## config.mk

```make
export PLATFORM = sky130hd
export DESIGN_NAME = multiclock_issuer
export DESIGN_NICKNAME = d
export VERILOG_FILES = /design/src/rtl/multiclock_issuer_pkg.sv /design/src/rtl/multiclock_issuer_cache.sv /design/src/rtl/multiclock_issuer.sv
export SDC_FILE = /design/constraint.sdc
export NUM_CORES = 1
export LEC_CHECK = 0
export ABC_AREA = 1
export BUFFER_PORTS_ARGS = -buffer_cell sky130_fd_sc_hd__clkbuf_2
export CORE_UTILIZATION = 51
export CTS_CLUSTER_DIAMETER = 200
export CTS_CLUSTER_SIZE = 24
export DETAILED_ROUTE_END_ITERATION = 6
export PLACE_DENSITY = 0.95
export SETUP_SLACK_MARGIN = 0.5
export SLEW_MARGIN = 20
export SYNTH_ARGS = -nofsm -noshare
export SYNTH_HDL_FRONTEND = slang
export SYNTH_SLANG_ARGS = --single-unit
```

## constraint.sdc

```tcl
create_clock -name clk -period 2.9 [get_ports clk]
set_input_delay 0.145 -clock clk [delete_from_list [all_inputs] [get_ports clk]]
set_output_delay 0.145 -clock clk [all_outputs]
set_load 0.005 [all_outputs]
```

## src/rtl/multiclock_issuer_pkg.sv

```systemverilog
// ============================================================================
// Module : multiclock_issuer_pkg
// Brief  : Shared definitions for the multiclock issuer: ALU_* operation codes
//          for the M-extension ops and the issuer FSM state encodings
//          (MCI_ST_*).
// Rev    : 1.0  initial release
// ============================================================================
`default_nettype none

package multiclock_issuer_pkg;

    // M-extension ALU operation codes, shared with the multiclock ALU.
    localparam logic [5:0] ALU_MUL    = 6'd20;
    localparam logic [5:0] ALU_MULH   = 6'd21;
    localparam logic [5:0] ALU_MULHSU = 6'd22;
    localparam logic [5:0] ALU_MULHU  = 6'd23;
    localparam logic [5:0] ALU_DIV    = 6'd24;
    localparam logic [5:0] ALU_DIVU   = 6'd25;
    localparam logic [5:0] ALU_REM    = 6'd26;
    localparam logic [5:0] ALU_REMU   = 6'd27;

    // Issuer FSM states.
    typedef enum logic [2:0] {
        MCI_ST_GUARD = 3'd0,
        MCI_ST_IDLE  = 3'd1,
        MCI_ST_ISSUE = 3'd2,
        MCI_ST_WAIT  = 3'd3,
        MCI_ST_DRAIN = 3'd4,
        MCI_ST_WB    = 3'd5
    } mci_state_t;

endpackage : multiclock_issuer_pkg

`default_nettype wire

```

## src/rtl/multiclock_issuer_cache.sv

```systemverilog
// ============================================================================
// Module : muldiv_result_cache
// Brief  : Single-entry result cache {valid, alucode, op1, op2, result}.
//          Lookup is combinational; the entry is overwritten on every fill
//          and invalidated by reset.
// Ports  : clk, rst_n          clock / async active-low reset
//          i_code/i_op1/i_op2  lookup key (the incoming request)
//          o_hit, o_data       exact-match hit and the cached result
//          i_fill, i_fill_*    write strobe and the entry to store
// Rev    : 1.0  initial release
// ============================================================================
`default_nettype none

module muldiv_result_cache (
    input  logic        clk,
    input  logic        rst_n,
    input  logic [5:0]  i_code,
    input  logic [31:0] i_op1,
    input  logic [31:0] i_op2,
    output logic        o_hit,
    output logic [31:0] o_data,
    input  logic        i_fill,
    input  logic [5:0]  i_fill_code,
    input  logic [31:0] i_fill_op1,
    input  logic [31:0] i_fill_op2,
    input  logic [31:0] i_fill_result
);

    logic        r_valid;
    logic [5:0]  r_code;
    logic [31:0] r_op1;
    logic [31:0] r_op2;
    logic [31:0] r_result;

    always_ff @(posedge clk or negedge rst_n) begin
        if (!rst_n) begin
            r_valid  <= 1'b0;
            r_code   <= '0;
            r_op1    <= '0;
            r_op2    <= '0;
            r_result <= '0;
        end else if (i_fill) begin
            r_valid  <= 1'b1;
            r_code   <= i_fill_code;
            r_op1    <= i_fill_op1;
            r_op2    <= i_fill_op2;
            r_result <= i_fill_result;
        end
    end

    assign o_hit  = r_valid && (r_code == i_code) && (r_op1 == i_op1) && (r_op2 == i_op2);
    assign o_data = r_result;

endmodule : muldiv_result_cache

`default_nettype wire

```

## src/rtl/multiclock_issuer.sv

```systemverilog
// ============================================================================
// Module : multiclock_issuer
// Brief  : Issues one M-extension request at a time to the multiclock ALU
//          with a single-cycle start pulse, stalls the pipeline until the
//          ALU reports done, and presents the result for one writeback cycle.
//          Handles flush mid-operation and ignores stray done pulses for
//          RESET_GUARD cycles after reset.
// Config : MULDIV_RESULT_CACHE_EN - when defined, a single-entry result cache
//          lets an exact repeat of the last completed op skip the ALU.
// Ports  : clk, rst_n                       clock / async active-low reset
//          req_valid/alucode/op1/op2/rd      request from the pipeline
//          flush                             kill the in-flight request
//          stall                             freeze the upstream pipeline
//          wb_valid/wb_rd/wb_data            one-cycle writeback
//          alu_start/code/op1/op2            to the ALU
//          alu_result/alu_done               from the ALU
// Rev    : 1.0  initial release
// ============================================================================
`default_nettype none

module multiclock_issuer
    import multiclock_issuer_pkg::*;
#(
    parameter int RESET_GUARD = 40,
    parameter int GUARD_W     = 6
) (
    input  logic        clk,
    input  logic        rst_n,
    input  logic        req_valid,
    input  logic [5:0]  req_alucode,
    input  logic [31:0] req_op1,
    input  logic [31:0] req_op2,
    input  logic [4:0]  req_rd,
    input  logic        flush,
    output logic        stall,
    output logic        wb_valid,
    output logic [4:0]  wb_rd,
    output logic [31:0] wb_data,
    output logic        alu_start,
    output logic [5:0]  alu_code,
    output logic [31:0] alu_op1,
    output logic [31:0] alu_op2,
    input  logic [31:0] alu_result,
    input  logic        alu_done
);

    localparam logic [GUARD_W-1:0] c_GUARD_LAST = GUARD_W'(RESET_GUARD - 1);

    mci_state_t         r_state;
    mci_state_t         w_next;
    logic [GUARD_W-1:0] r_guard_cnt;
    logic [5:0]         r_code;
    logic [31:0]        r_op1;
    logic [31:0]        r_op2;
    logic [4:0]         r_rd;
    logic [31:0]        r_wb_data;

    logic               w_latch;     // request accepted in IDLE
    logic               w_capture;   // WAIT -> WB with a live ALU result
    logic               w_stall;
    logic               w_start;
    logic               w_wb_valid;
    logic               w_hit;
    logic [31:0]        w_hit_data;

`ifdef MULDIV_RESULT_CACHE_EN
    muldiv_result_cache u_cache (
        .clk           (clk),
        .rst_n         (rst_n),
        .i_code        (req_alucode),
        .i_op1         (req_op1),
        .i_op2         (req_op2),
        .o_hit         (w_hit),
        .o_data        (w_hit_data),
        .i_fill        (w_capture),
        .i_fill_code   (r_code),
        .i_fill_op1    (r_op1),
        .i_fill_op2    (r_op2),
        .i_fill_result (alu_result)
    );
`else
    assign w_hit      = 1'b0;
    assign w_hit_data = '0;
`endif

    // State register and guard counter. The guard counter only runs in
    // GUARD, which is entered solely through reset, so it never needs an
    // explicit clear.
    always_ff @(posedge clk or negedge rst_n) begin
        if (!rst_n) begin
            r_state     <= MCI_ST_GUARD;
            r_guard_cnt <= '0;
        end else begin
            r_state <= w_next;
            if (r_state == MCI_ST_GUARD) begin
                r_guard_cnt <= r_guard_cnt + 1'b1;
            end
        end
    end

    // Holding registers feed the ALU directly, so they must not change
    // between ISSUE and the exit from WAIT/DRAIN; they load only in IDLE.
    always_ff @(posedge clk or negedge rst_n) begin
        if (!rst_n) begin
            r_code    <= '0;
            r_op1     <= '0;
            r_op2     <= '0;
            r_rd      <= '0;
            r_wb_data <= '0;
        end else begin
            if (w_latch) begin
                r_code <= req_alucode;
                r_op1  <= req_op1;
                r_op2  <= req_op2;
                r_rd   <= req_rd;
            end
            if (w_latch && w_hit) begin
                r_wb_data <= w_hit_data;
            end else if (w_capture) begin
                r_wb_data <= alu_result;
            end
        end
    end

    always_comb begin
        w_next     = r_state;
        w_latch    = 1'b0;
        w_capture  = 1'b0;
        w_stall    = 1'b0;
        w_start    = 1'b0;
        w_wb_valid = 1'b0;
        case (r_state)
            MCI_ST_GUARD: begin
                // alu_done is deliberately ignored: a late done from an op
                // killed by reset must not be mistaken for a new result.
                w_stall = req_valid;
                if (r_guard_cnt == c_GUARD_LAST) begin
                    w_next = MCI_ST_IDLE;
                end
            end
            MCI_ST_IDLE: begin
                w_stall = req_valid;
                if (req_valid && !flush) begin
                    w_latch = 1'b1;
                    w_next  = w_hit ? MCI_ST_WB : MCI_ST_ISSUE;
                end
            end
            MCI_ST_ISSUE: begin
                // The pulse always completes, so the ALU is busy either way;
                // a flush here has to drain that operation.
                w_stall = 1'b1;
                w_start = 1'b1;
                w_next  = flush ? MCI_ST_DRAIN : MCI_ST_WAIT;
            end
            MCI_ST_WAIT: begin
                w_stall = 1'b1;
                if (alu_done) begin
                    if (flush) begin
                        w_next = MCI_ST_IDLE;
                    end else begin
                        w_capture = 1'b1;
                        w_next    = MCI_ST_WB;
                    end
                end else if (flush) begin
                    w_next = MCI_ST_DRAIN;
                end
            end
            MCI_ST_DRAIN: begin
                w_stall = 1'b1;
                if (alu_done) begin
                    w_next = MCI_ST_IDLE;
                end
            end
            MCI_ST_WB: begin
                // The stalled request retires this cycle; it is not re-accepted.
                w_wb_valid = 1'b1;
                w_next     = MCI_ST_IDLE;
            end
            default: begin
                w_next = MCI_ST_GUARD;
            end
        endcase
    end

    assign stall     = w_stall;
    assign alu_start = w_start;
    assign wb_valid  = w_wb_valid;
    assign wb_rd     = r_rd;
    assign wb_data   = r_wb_data;
    assign alu_code  = r_code;
    assign alu_op1   = r_op1;
    assign alu_op2   = r_op2;

endmodule : multiclock_issuer

`default_nettype wire

```

==> summary by stage <==
Status
The flow ran to the end, and the final reports show no timing, DRC or antenna violations.

Routing
The wire length per cell after detailed routing is between 15 and 20 um. The detailed-router iteration count before antenna repair is 5. The total routed wirelength is 15200 um. After detailed routing, the number of remaining DRC violations is 0. The number of routed nets with antenna violations is 0.

The routed layout has just under 5k vias. The detailed-route vias per instance is roughly 4.8. The DRC violation total after the first TritonRoute iteration is 167.

STA
The count of final hold-check violations is 0. The final cycle utilization of the critical path is 0.711. For the pin with the worst max-slew slack, the measured transition is around 0.75 ns. The worst pin sits at a relative slew slack of 0.501.

The final setup TNS is 0 ns. The max-slew violation count came to 0. The maximum clock frequency is between 400 and 500 MHz. The worst clock skew on the final layout is 0.00960 ns.

Setup violations remaining at the end of the flow were counted as 0. Setup repair after global routing left no endpoint under its margin. The worst path in the final design needs a cycle of 2.06 ns, including I/O delays and setup.

Clock tree
Once the clock tree was built, the resizer swapped 0 gates to a different size. The number of buffers on the longest clock path is 2. In this run the number of H-tree levels came out at 4. The number of clock sinks is between 100 and 150. The clock latency on the worst-skew pair is 0.49 ns. The CTS tree is done. The number of hold buffers added after CTS was 108. The post-CTS setup buffer count is 0.

The clock-pin slew of the registers on the worst-case setup and hold paths is 0.06 ns. The CTS root buffer is sky130_fd_sc_hd__clkbuf_8. The total clock buffers created by CTS is 17.

Place
The count of buffers added on input and output ports is 221. Routability-driven placement finished with a final weighted congestion of 0.890. The detailed placer's ending HPWL is between 7000 and 8000 um.

Global routing
The initial antenna violation count came to 1. The global-route wire length before repair is about 24000 um. The total grt overflow is 0. The via count of the first global-routing pass is 5102. The total routing usage reported by global routing is 0.314. The pin count of the biggest net entering global routing is 90.

Logic synthesis
By area the synthesized netlist is led by sky130_fd_sc_hd__dfrtp_1, sky130_fd_sc_hd__nand2_1, sky130_fd_sc_hd__inv_1. Counting every instance in the synthesized netlist gives 520. When the netlist entered floorplanning its net count stood at 633.

The post-synthesis cell type with the largest combined area is sky130_fd_sc_hd__dfrtp_1. The sequential area share after synthesis is 0.591. Summing every instance area after synthesis gives 4910 um^2. During synthesis, Yosys emitted a total of 0 warnings.

Counting flops and latches in the post-synthesis netlist gives 116. In this run the mean area of a mapped cell was roughly 9.5 um^2. The number of unique standard cell types used by synthesis is 22. The portion of synthesized cell area occupied by the leading cell type is 0.591.

Critical path
Data on the critical path arrives at its endpoint at 2.40 ns. For the worst setup path, the data required time is 3.24 ns. The worst setup path is launched from a register. Counting both buffers and inverters, the worst setup path holds a total of 2. STA classifies the critical path endpoint as a register. The kind of critical path is register to register. The library cell contributing the largest single delay on the critical path is sky130_fd_sc_hd__nand4_4. The cell family contributing the most delay on the critical path is simple AND/OR/NAND/NOR gates. On the worst path, the slowest cell contributes a delay of 0.59 ns. The worst-path maximum fanout is 89. The signal on the critical path passes through inv_2, nand4_4, buf_12, nand2_1, o21ai_0.

Final layout
Leaving out fill and tap cells, the most frequent cell in the layout is sky130_fd_sc_hd__clkbuf_2. The net count of the finished layout is 964. In the final layout, the share of cells above drive strength 1 is 0.341. The area growth from synthesis to layout is 56.7%. The top cell types in the final layout, fill and taps aside, are sky130_fd_sc_hd__clkbuf_2, sky130_fd_sc_hd__nand2_1, sky130_fd_sc_hd__dfrtp_1.

Die
The height of the die is 100 um. The floorplan step defined a die boundary enclosing approximately 10000 um^2. The initial utilization of the core area, before any placement, comes to 0.529. The number of rows created at floorplan is 35. For this design the top-level I/O count stands at 222.

The width of the die is roughly 100 um. The area of the core is 9280 um^2.

Hold path
In this run the worst hold path is classified as primary input to register.

Pwr
Of the total power, registers draw 0.404. Power comes to 7.26 mW. VDD sags by at most a little under 0.6 mV.

The internal cell power is approximately 4.8 mW. The combinational share of power is 0.317. The power share of the clock group is 0.279. The analysis attributes to net switching a power of 2.47 mW. The leakage power is 4.37 nW. Of the total power, the share spent switching nets is 0.341.

Power spread over the standard cell area amounts to 943 nW/um^2.

Job
The reported max-cap violation count is 0.
[power groups by stage]
| stage | clock (mW) | combinational (mW) | sequential [mW] |
|---|---|---|---|
| 2_1_floorplan | 0 | 1.02 | 2.88 |
| 3_3_place_gp | 0 | 1.95 | 2.84 |
| 3_5_place_dp | 0 | 2.08 | 2.87 |
| 4_1_cts | 2.05 | 2.20 | 2.87 |
| 5_1_grt | 2.14 | 2.57 | 3.01 |
| 6_report | 2.03 | 2.30 | 2.94 |
[through the flow]
step                       util  setup slack (ns)  instances  hold WS [ns]  instance area [um^2]
after global placement    0.650             0.971        853         0.146                  6040
after detailed placement  0.650             0.890        853         0.148                  6040
after global routing      0.830             0.630        994        0.0596                  7700
after CTS                 0.830             0.872        993        0.0273                  7700
final                     0.830             0.839        994        0.0644                  7700
after floorplan               -              1.66        520        -0.151                  4910
[worst register-to-register path, delay by kind of cell, from the launching register on]
kind,cells,cell delay (ns)
simple gates,2,0.72
buf+inv,2,0.64
flops,1,0.46
compound gates,1,0.11
[layer usage]
| metal | track usage | wire length (um) | up-vias |
|---|---|---|---|
| met5 | 0 | 0 | - |
| met2 | 0.568 | 8010 | 255 |
| met4 | 0.179 | 636 | 0 |
| met3 | 0.0870 | 1030 | 66 |
| li1 | - | - | 2248 |
| met1 | 0.325 | 5530 | 2249 |
[Yosys cell counts]
master and n:
sky130_fd_sc_hd__a21oi_4 1, sky130_fd_sc_hd__buf_6 17, sky130_fd_sc_hd__clkbuf_1 5, sky130_fd_sc_hd__dfrtp_1 116
sky130_fd_sc_hd__ha_1 1, sky130_fd_sc_hd__inv_1 114, sky130_fd_sc_hd__inv_2 2, sky130_fd_sc_hd__nand2_1 125
sky130_fd_sc_hd__nand2_2 1, sky130_fd_sc_hd__nand3_1 12, sky130_fd_sc_hd__nand3_4 1, sky130_fd_sc_hd__nand4_1 1
sky130_fd_sc_hd__nand4_4 1, sky130_fd_sc_hd__nor2_1 4, sky130_fd_sc_hd__nor2_2 1, sky130_fd_sc_hd__nor2_4 1
sky130_fd_sc_hd__nor3_1 1, sky130_fd_sc_hd__o21ai_0 74, sky130_fd_sc_hd__o21ai_1 5, sky130_fd_sc_hd__o21ai_2 32
sky130_fd_sc_hd__xnor2_1 4, sky130_fd_sc_hd__xor2_1 1
[area by class of cell]
cell class	instances	area [um^2]
multi-input combinational	266	1370
fill	471	1580
clock buffer	20	425
sequential	116	2900
timing repair buffer	334	2250
antenna	1	2.50
tap	129	161
clock inverter	12	158
inverter	116	435
[cell families after synthesis]
| group | count (synthesis) | share of synthesized area |
|---|---|---|
| AND/OR/NAND/NOR | 148 | 0.126 |
| XOR/XNOR | 5 | 0.00891 |
| flip-flops | 116 | 0.591 |
| AO/OA/AOI/OAI | 112 | 0.141 |
| adder cells (fa/ha/maj) | 1 | 0.00255 |
| buffers and inverters | 138 | 0.131 |
[final timing paths]
check                          startpoint             end  slack (ns)  depth (start not counted)
max                            r_state[2]     alu_op1[19]        0.84                          5
min                              alu_done      r_state[2]        0.06                          4
max reg2reg                    r_state[2]     alu_op1[19]        0.84                          5
min reg2reg                r_guard_cnt[5]  r_guard_cnt[5]        0.48                          1
max in group asynchronous           rst_n     wb_data[20]        1.99                          3
min in group asynchronous           rst_n     wb_data[25]        0.18                          2
[registers in the layout, summed over array words and instances, names as in the netlist]
name / cells
alu_code: 6
alu_op1: 32
alu_op2: 32
r_guard_cnt: 6
r_state: 3
wb_data: 32
wb_rd: 5
Power figures use the tool's default switching activity.
